===== src/rtl/cp0_pkg.sv =====
// CP0 shared constants: register numbers, exception codes and field positions.
package cp0_pkg;
  localparam logic [4:0] CP0_COUNT   = 5'd9;
  localparam logic [4:0] CP0_COMPARE = 5'd11;
  localparam logic [4:0] CP0_STATUS  = 5'd12;
  localparam logic [4:0] CP0_CAUSE   = 5'd13;
  localparam logic [4:0] CP0_EPC     = 5'd14;

  localparam logic [4:0] EXC_INT = 5'd0;
  localparam logic [4:0] EXC_SYS = 5'd8;

  localparam int STATUS_IE    = 0;
  localparam int STATUS_EXL   = 1;
  localparam int STATUS_IM_LO = 8;
  localparam int CAUSE_EXC_LO = 2;
  localparam int CAUSE_IP_LO  = 8;
endpackage


===== src/rtl/cp0_timer.sv =====
// Count/Compare timer: divided Count, Compare match latches a pending bit
// that only a Compare write clears.
module cp0_timer #(
  parameter int COUNT_DIV = 2
) (
  input  logic        clk,
  input  logic        rst_n,
  input  logic        count_we,
  input  logic        compare_we,
  input  logic [31:0] wdata,
  output logic [31:0] count,
  output logic [31:0] compare,
  output logic        timer_ip
);
  localparam int DW = (COUNT_DIV > 1) ? $clog2(COUNT_DIV) : 1;

  logic [DW-1:0] div;
  logic          tick;
  logic [31:0]   count_inc;

  assign tick      = (div == DW'(COUNT_DIV - 1));
  assign count_inc = count + 32'd1;

  always_ff @(posedge clk) begin
    if (!rst_n) begin
      count    <= '0;
      compare  <= '0;
      div      <= '0;
      timer_ip <= 1'b0;
    end else begin
      if (count_we) begin
        count <= wdata;
        div   <= '0;
      end else if (tick) begin
        count <= count_inc;
        div   <= '0;
      end else begin
        div <= div + DW'(1);
      end
      if (compare_we) compare <= wdata;
      // A Compare write acknowledges the timer even if a match lands this edge
      if (compare_we)
        timer_ip <= 1'b0;
      else if (!count_we && tick && count_inc == compare)
        timer_ip <= 1'b1;
    end
  end
endmodule


===== src/rtl/cp0_regfile.sv =====
// CP0 register file: Status/Cause/EPC, interrupt pending and eret target.
// Define CP0_TIMER_EN to build the Count/Compare timer (cp0_timer).
module cp0_regfile
  import cp0_pkg::*;
#(
  parameter int HW_INT_W  = 6,
  parameter int COUNT_DIV = 2
) (
  input  logic                clk,
  input  logic                rst_n,
  input  logic [HW_INT_W-1:0] hw_int,
  input  logic                mtc0_en,
  input  logic [4:0]          mtc0_addr,
  input  logic [31:0]         mtc0_data,
  input  logic [4:0]          mfc0_addr,
  output logic [31:0]         mfc0_data,
  input  logic                exc_we,
  input  logic [4:0]          exc_code,
  input  logic [31:0]         exc_epc,
  input  logic                eret,
  output logic                cp0_intr,
  output logic [31:0]         cp0_epc,
  output logic                cp0_exl
);
  logic [7:0]  im;
  logic        ie, exl;
  logic [1:0]  ip_sw;
  logic [5:0]  ip_hw;
  logic [4:0]  exc_r;
  logic [31:0] epc;
  logic [5:0]  hw6;
  logic        ip15;
  logic [7:0]  ip;
  logic        st_we, cause_we, epc_we;

  if (HW_INT_W >= 6) begin : g_hw_full
    assign hw6 = hw_int[5:0];
  end else begin : g_hw_pad
    assign hw6 = {{(6-HW_INT_W){1'b0}}, hw_int};
  end

  assign st_we    = mtc0_en && mtc0_addr == CP0_STATUS;
  assign cause_we = mtc0_en && mtc0_addr == CP0_CAUSE;
  assign epc_we   = mtc0_en && mtc0_addr == CP0_EPC;

`ifdef CP0_TIMER_EN
  logic [31:0] count, compare;
  logic        timer_ip;

  cp0_timer #(.COUNT_DIV(COUNT_DIV)) u_timer (
    .clk        (clk),
    .rst_n      (rst_n),
    .count_we   (mtc0_en && mtc0_addr == CP0_COUNT),
    .compare_we (mtc0_en && mtc0_addr == CP0_COMPARE),
    .wdata      (mtc0_data),
    .count      (count),
    .compare    (compare),
    .timer_ip   (timer_ip)
  );
  assign ip15 = timer_ip;
`else
  assign ip15 = ip_hw[5];
`endif

  assign ip = {ip15, ip_hw[4:0], ip_sw};

  // Field-level priority: exception > eret > mtc0; unrelated fields still take mtc0
  always_ff @(posedge clk) begin
    if (!rst_n) begin
      im    <= '0;
      ie    <= 1'b0;
      exl   <= 1'b0;
      ip_sw <= '0;
      ip_hw <= '0;
      exc_r <= '0;
      epc   <= '0;
    end else begin
      ip_hw <= hw6;
      if (st_we) begin
        im <= mtc0_data[STATUS_IM_LO +: 8];
        ie <= mtc0_data[STATUS_IE];
      end
      if (exc_we)     exl <= 1'b1;
      else if (eret)  exl <= 1'b0;
      else if (st_we) exl <= mtc0_data[STATUS_EXL];
      if (cause_we) ip_sw <= mtc0_data[CAUSE_IP_LO +: 2];
      if (exc_we) begin
        epc   <= exc_epc;
        exc_r <= exc_code;
      end else if (epc_we) begin
        epc <= mtc0_data;
      end
    end
  end

  always_comb begin
    mfc0_data = '0;
    case (mfc0_addr)
`ifdef CP0_TIMER_EN
      CP0_COUNT:   mfc0_data = count;
      CP0_COMPARE: mfc0_data = compare;
`endif
      CP0_STATUS:  mfc0_data = {16'b0, im, 6'b0, exl, ie};
      CP0_CAUSE:   mfc0_data = {16'b0, ip, 1'b0, exc_r, 2'b0};
      CP0_EPC:     mfc0_data = epc;
      default:     mfc0_data = '0;
    endcase
  end

  assign cp0_intr = ie & ~exl & |(ip & im);
  assign cp0_epc  = epc;
  assign cp0_exl  = exl;
endmodule


===== config.mk =====
export PLATFORM = sky130hd
export DESIGN_NAME = cp0_regfile
export DESIGN_NICKNAME = d
export VERILOG_FILES = /design/src/rtl/cp0_pkg.sv /design/src/rtl/cp0_timer.sv /design/src/rtl/cp0_regfile.sv
export SDC_FILE = /design/constraint.sdc
export NUM_CORES = 1
export LEC_CHECK = 0
export CORE_MARGIN = 2
export CORE_UTILIZATION = 43
export CTS_CLUSTER_DIAMETER = 100
export DETAILED_ROUTE_END_ITERATION = 10
export GPL_ROUTABILITY_DRIVEN = 0
export PLACE_DENSITY_LB_ADDON = 0.08
export SLEW_MARGIN = 20
export SYNTH_ARGS = -nofsm -noshare
export SYNTH_HDL_FRONTEND = slang
export SYNTH_HIERARCHICAL = 1
export SYNTH_SLANG_ARGS = --single-unit

===== constraint.sdc =====
create_clock -name clk -period 3.9 [get_ports clk]
set_clock_uncertainty 0.15 [all_clocks]
set_input_delay 0.39 -clock clk [delete_from_list [all_inputs] [get_ports clk]]
set_output_delay 0.39 -clock clk [all_outputs]
set_load 0.01 [all_outputs]

==> results of run 1 <==
-- power breakdown --
part           switching, mW  internal [mW]
Combinational          0.114          0.160
Sequential            0.0230          0.593
Clock                  0.208          0.134
Total                  0.345          0.888
-- final timing paths --
kind	end	slack [ns]	cells past startpoint
setup / recovery	mfc0_data[15]	0.66	5
hold / removal	im[5]	0.35	2
setup reg to reg	cp0_epc[11]	2.95	2
hold reg to reg	im[5]	0.35	2
-- cell families after synthesis --
| logic type | share of synthesized area, % |
|---|---|
| compound gates | 29.5 |
| buf+inv | 6.61 |
| flops | 37.8 |
| mux | 1.72 |
| simple gates | 24.4 |
-- routing by layer --
| metal | track usage, % | share of wire (%) | routed length (µm) |
|---|---|---|---|
| met5 | 0 | 0 | 0 |
| met4 | 8.52 | 2.4 | 221 |
| met3 | 5.43 | 5.9 | 540 |
| met2 | 41.5 | 49 | 4460 |
| met1 | 31.6 | 43 | 3880 |
-- registers in the layout, summed over array words and instances (netlist names) --
signal and cells:
cp0_epc 32, cp0_exl 1, exc_r 5, ie 1, im 8, ip_hw 6
ip_sw 2
-- layout make-up --
class	count	area [µm²]	share of cell area, %
multi-input combinational	246	1620	35.7
clock inverter	3	27.5	0.607
timing repair buffer	162	1600	35.2
tap	80	100	2.21
sequential	55	1100	24.3
clock buffer	5	68.8	1.52
inverter	5	18.8	0.414
-- layout by cell type (no fill, tap or decap), drive strengths merged --
| master | synthesis | layout |
|---|---|---|
| clkbuf | 23 | 5 |
| dfxtp | 55 | 55 |
| clkdlybuf4s50 | 0 | 154 |
| inv | 4 | 6 |
| a211oi | 32 | 32 |
| o2111ai | 1 | 1 |
| a221o | 8 | 8 |
| mux2i | 5 | 5 |
| nor4b | 1 | 1 |
| nand3 | 10 | 10 |
| nor4 | 32 | 32 |
| o221ai | 1 | 1 |
| nand2 | 10 | 10 |
| a21oi | 11 | 11 |
| a221oi | 1 | 1 |
| a311oi | 1 | 1 |
| or2 | 2 | 2 |
| nor2 | 48 | 48 |
| a22o | 8 | 8 |
| buf | 12 | 8 |
| nand4bb | 1 | 1 |
| nand2b | 2 | 2 |
| a22oi | 2 | 2 |
| nand4b | 3 | 3 |
| o21ai | 43 | 43 |
| clkinvlp | 0 | 1 |
| and2 | 23 | 23 |
| and4b | 1 | 1 |
| clkinv | 1 | 1 |
-- worst reg2reg max path: stages, from the launching register on --
cell and delay (ns):
sky130_fd_sc_hd__dfxtp_1 0.37, sky130_fd_sc_hd__nor2_1 0.07, sky130_fd_sc_hd__a211oi_2 0.29
-- through the flow --
| step | utilization, % | power, mW |
|---|---|---|
| 6_report | 67.9 | 1.23 |
| 2_1_floorplan | - | 0.736 |
| 3_5_place_dp | 66.5 | 0.904 |
| 3_3_place_gp | 66.5 | 0.900 |
| 4_1_cts | 67.9 | 1.25 |
| 5_1_grt | 67.9 | 1.29 |
==> results.txt, run 1 <==
The synthesis warning total came out at 6. Setup slack closes at 0.664 ns. The count of final hold-check violations was 0.

The most used flip-flop cell after synthesis is sky130_fd_sc_hd__dfxtp_1. The standby leakage power is 1.54 nW. In this run the worst hold path is classified as reg2reg. The number of routed nets with antenna violations came out at 0. The half-perimeter wire length of the detailed placement result is 6390 µm. The floorplan step defined a core boundary enclosing 6680 µm².

Buffers inserted to repair hold after CTS numbered 0. The number of enable flip-flop cells after synthesis came out at 0. The combined global-route utilization of all metal layers came out at 24.8%. The data arrival time of the critical path is 2.70 ns. CTS placed an instance of sky130_fd_sc_hd__clkbuf_8 at the clock tree root.

The first-pass iteration count of the detailed router came out at 4. The actual transition at the worst max-transition pin came out at 0.726 ns. In the routed design, unresolved DRC markers number 0. The worst relative slew slack is 51.6%. The count of placed standard cells in the final layout, fillers left out came out at 556. For this design, the sink count on the clock tree is 55. The area fraction of the dominant cell type after synthesis is 37.8%.

After detailed routing, the number of vias per cell comes to 5.60. The post-placement setup slack is 0.642 ns. Power spread over the standard cell area amounts to 272 nW/µm². The clock transition at the registers of the reported paths is 0.11 ns. The library cell occupying the most area in the post-synthesis netlist is sky130_fd_sc_hd__dfxtp_1. The boundary pin count came out at 156. TritonCTS built the clock tree. Yosys instantiated no cell more often than sky130_fd_sc_hd__dfxtp_1.

The dominant cell type by count on the critical path is sky130_fd_sc_hd__clkdlybuf4s50_1. The vias after detailed routing came out at 3,114. After detailed routing, the total wire length is 9100 µm. The layout filler cell count came out at 584.

The area of the mapped netlist is 2920 µm². The largest vdd supply drop is 0.000154 V. The number of gates given a new drive strength after cts is 0. Along the worst path, the maximum fanout reaches 10.

Sorting the synthesized cells by area gives the leading types as sky130_fd_sc_hd__dfxtp_1 38%, sky130_fd_sc_hd__a211oi_2 13%, sky130_fd_sc_hd__o21ai_0 7.2%, sky130_fd_sc_hd__nor4_1 6.9%, sky130_fd_sc_hd__nor2_1 5.9%. The final count of pins violating max slew is 0. The number of levels in the clock H-tree is 2. The number of nets in the layout came out at 565. The global-route wire length before repair is 14,800 µm. The number of nets produced by synthesis is 431. The number of standard-cell rows in the floorplan is 30.

The number of buffer cells added on primary ports is 155. The via count of the first global-routing pass was 3,017. Grouping stages by cell kind, the critical path spends the most delay in simple AND/OR/NAND/NOR gates. The post-synthesis instance total came out at 341. Setup repair after global routing left no endpoint under its margin.

The number of buffer and inverter stages on the critical path came out at 2. The die is 86.3 µm wide. For the worst-skew pair, the clock arrives at the later sink with an insertion delay of 0.32 ns. For this design, the slowest cell found on the critical path is sky130_fd_sc_hd__nor2_2.

Walking the worst path, the cells encountered are clkdlybuf4s50_1 > nand4bb_1 > nor2_2 > a221o_1 > clkdlybuf4s50_1. The worst setup path is launched from an input port. Once layout is done, the placed cells without fillers occupy 4540 µm². After detailed routing, the average wire length per cell comes to 16.4 µm. Relative to the synthesized area, the layout overhead comes to 55.6%.

The number of synthesized register bits came out at 55. The setup TNS came out at 0 ns. The die area came out at 7450 µm². The post-route netlist has 10.9% of its cells at a drive strength greater than 1. The maximum frequency from static timing analysis is 0.309 GHz.

The shortest period the worst path allows came out at 3.24 ns. The number of buffers on the longest clock path came out at 2. The post-detailed-placement cell area is 4440 µm². The delay of the slowest cell on the worst path came out at 0.55 ns. Sorting the synthesized cells by how often they occur yields 55 x sky130_fd_sc_hd__dfxtp_1, 46 x sky130_fd_sc_hd__nor2_1, 42 x sky130_fd_sc_hd__o21ai_0, 32 x sky130_fd_sc_hd__nor4_1, 30 x sky130_fd_sc_hd__a211oi_2. The pin count of the biggest net entering global routing is 45. The repair_antennas step left the layout with diodes totalling 0.

The post-synthesis area per instance came out at 8.55 µm². The worst setup path is captured at an output pin. The number of antenna violations at the first check in global routing came out at 0. The startpoint identified for the worst register-to-register timing path is cp0_epc[11]. The run finished with clean final reports. The worst path required time is 3.36 ns.

Setup violations remaining at the end of the flow were counted as 0. The total placed cells including tap cells is 548. The detailed router finished its first iteration with 170 violations.

The buffers inserted during post-CTS setup optimization came out at 0. Tracing the worst setup path back leads to its startpoint at mfc0_addr[4]. The vertical die dimension is 86.3 µm. The type of the worst setup path is in2out. For this configuration, the core starts out at a cell density of 43.6%. The number of buffers created by CTS is 5.

The startpoint identified for the worst hold timing path is im[5]. The sum of overflow across all layers after global routing is 0. The share of the Yosys chip area taken by registers is 37.8%. The hold slack is 0.354 ns. The number of distinct library cells after synthesis is 34.

The tool flagged a number of max-cap violations equal to 0. The async set or reset register ratio after synthesis came out at 0%. The final critical-path share of the clock period came out at 83.0%.
(Power assumes the default switching activity.)
==> run 2, diff against run 1 <==
--- a/config.mk
+++ b/config.mk
@@ -6,7 +6,7 @@
 export NUM_CORES = 1
 export LEC_CHECK = 0
 export CORE_MARGIN = 2
-export CORE_UTILIZATION = 43
+export CORE_UTILIZATION = 39
 export CTS_CLUSTER_DIAMETER = 100
 export DETAILED_ROUTE_END_ITERATION = 10
 export GPL_ROUTABILITY_DRIVEN = 0
==> constraint.sdc (replaced) <==
create_clock -name clk -period 3.05 [get_ports clk]
set_clock_uncertainty 0.15 [all_clocks]
set_input_delay 0.305 -clock clk [delete_from_list [all_inputs] [get_ports clk]]
set_output_delay 0.305 -clock clk [all_outputs]
set_load 0.01 [all_outputs]
==> results.txt, run 2 (synthesized netlist as in run 1, its figures left out) <==
The maximum frequency from static timing analysis came out at 0.381 GHz. Before antenna repair, the detailed router went through 4 iterations. The sum of overflow across all layers after global routing came out at 0. In the layout the commonest cells are 154 x sky130_fd_sc_hd__clkdlybuf4s50_1, 55 x sky130_fd_sc_hd__dfxtp_1, 46 x sky130_fd_sc_hd__nor2_1. The count of endpoints failing setup in the final report is 0. The pin count of the biggest net entering global routing is 52. The combined global-route utilization of all metal layers is 23.0%. Setup repair after global routing left no endpoint under its margin.

The number of antenna diodes in the final layout is 0. Clock-pin slew was measured on the worst setup and hold paths at 0.10 ns. The top fanout value on the critical path came out at 10. The vias after detailed routing came out at 3,114. The wire length reported by the detailed router came out at 9610 µm. The via count of the first global-routing pass is 3,132.

The TritonCTS sink count is 55. The final routed DRC violation total is 0. The longest clock path from root to sink contains 2 buffers. The share of cells above drive strength 1 is 10.7%. The first-iteration detailed-routing DRC count is 235. The boundary pin count came out at 156. After clock tree synthesis, the setup repair step added 0 buffers.

From synthesis to final layout, the design area changed by 56.2%. The dominant cell type by count on the critical path is sky130_fd_sc_hd__clkdlybuf4s50_1. The clock reaches the later pin of the worst-skew pair after 0.30 ns. Using the TritonRoute via totals, the vias-per-cell ratio works out to 5.41. Cells fill 62.8% of the core in the end.

Fill cells in the final layout number 668. The total placed cells including tap cells came out at 568. The initial cell density of the core is 40.2%.

The final critical-path share of the clock period is 86.0%. The half-perimeter wire length of the detailed placement result is 6850 µm. The flip-flop count of the largest register, all copies and words added is 32. The post-detailed-route wirelength per cell came out at 16.7 µm. The root buffer cell is sky130_fd_sc_hd__clkbuf_8. The number of gates given a new drive strength after cts is 0.

The vertical die dimension is 90.5 µm. The max-cap check violation count came out at 0. The library cell used most frequently in the layout, excluding fill and tap cells, is sky130_fd_sc_hd__clkdlybuf4s50_1. The worst relative slew slack came out at 34.4%. On the worst path, the slowest cell contributes a delay of 0.54 ns.

The first global-routing pass estimated 15,400 µm of wire. The initialized floorplan defines 31 standard-cell rows. The completed layout was analyzed and its total power is 1.53 mW.

The endpoint type of the worst setup path is an output pin. The count of placed standard cells in the final layout, fillers left out came out at 576. The tightest min-delay check is of the in2reg type.

STA puts the critical path data required time at 2.59 ns. The number of antenna violations at the first check in global routing came out at 0. The worst setup path is launched from an input port.

The analysis attributes to cell leakage a power of 1.54 nW. The number of levels in the clock H-tree is 2. The post-placement setup slack came out at 0.410 ns. Subtracting the final worst setup slack from the clock period gives 2.62 ns.

During placement, the flow inserted port buffers numbering 155. For this design, the CTS-stage hold fixing added 0 buffers. TritonCTS created 5 clock buffers. The die covers 8180 µm².

The data arrival time of the critical path came out at 2.17 ns. The worst setup slack after layout is 0.427 ns. The actual transition at the worst max-transition pin is 0.984 ns. The cell type of the slowest stage on the worst timing path is sky130_fd_sc_hd__clkdlybuf4s50_1. The critical path goes through clkdlybuf4s50_1 > nand4bb_1 > nor2_2 > a221o_1 > clkdlybuf4s50_1. The type of the worst setup path is in2out. The total power density per cell area came out at 337 nW/µm². The region available for standard cell placement spans 7250 µm². The final count of pins violating max slew was 0.

The count of nets left with antenna violations once routing finished came out at 0. In the final timing run, aggregate negative setup slack is 0 ns. The horizontal extent of the die came out at 90.5 µm. TritonCTS built the clock tree. The flow ran to the end, and the final reports show no timing, DRC or antenna violations. The largest vdd supply drop came out at 0.000214 V.

The number of nets in the layout is 566. The count of final hold-check violations came out at 0.
run 2: changes by cell type in the layout (fill, tap and decap cells not counted):
| cell | before | now |
|---|---|---|
| sky130_fd_sc_hd__buf_4 | 7 | 8 |
| sky130_fd_sc_hd__clkbuf_1 | 0 | 2 |
| sky130_fd_sc_hd__clkinv_2 | 0 | 1 |
| sky130_fd_sc_hd__clkinvlp_4 | 1 | 0 |
| sky130_fd_sc_hd__inv_6 | 1 | 0 |
| sky130_fd_sc_hd__inv_8 | 1 | 0 |
run 2: worst max-delay path: cells and delay by family:
kind	cells	cell delay, ns
compound gates	1	0.22
buf+inv	2	0.96
simple gates	2	0.67
run 2: stage by stage:
stage / instance area (µm²) / hold WS (ns)
6_report: 4550 / 0.349
5_1_grt: 4550 / 0.368
4_1_cts: 4550 / 0.338
3_5_place_dp: 4470 / 0.338
3_3_place_gp: 4470 / 0.324
2_1_floorplan: 2920 / 0.282
run 2: path summary, 6_finish.rpt:
check / slack (ns) / cells after the start / end / start
worst max-delay path: 0.43 / 5 / mfc0_data[15] / mfc0_addr[4]
worst min-delay path: 0.35 / 3 / cp0_epc[8] / exc_we
worst max register to register: 2.14 / 2 / cp0_epc[15] / cp0_epc[15]
worst min register to register: 0.35 / 2 / exc_r[0] / exc_r[0]
run 2: final cells by class:
| class | instances | area, µm² | area share [%] |
|---|---|---|---|
| inverters | 5 | 18.8 | 0.412 |
| well taps | 99 | 124 | 2.72 |
| repair buffers | 163 | 1610 | 35.3 |
| multi-input cells | 246 | 1620 | 35.6 |
| flip-flops and latches | 55 | 1100 | 24.2 |
| clock buffers | 7 | 76.3 | 1.68 |
| clock inverters | 1 | 5.00 | 0.110 |
run 2: where the power goes:
part	leakage (nW)	switching [mW]	internal, mW
sequential	0.455	0.0328	0.759
combinational	1.04	0.146	0.206
clock	0.0422	0.229	0.162
total	1.54	0.408	1.13
run 2: per-layer routing:
layer,share of wire (%),vias up,GRT usage [%],routed length (µm)
met4,0.82,0,6.92,79
met5,0,-,0,0
li1,-,1528,-,-
met1,44,1459,29.7,4230
met3,7.0,6,5.68,677
met2,48,121,37.9,4620
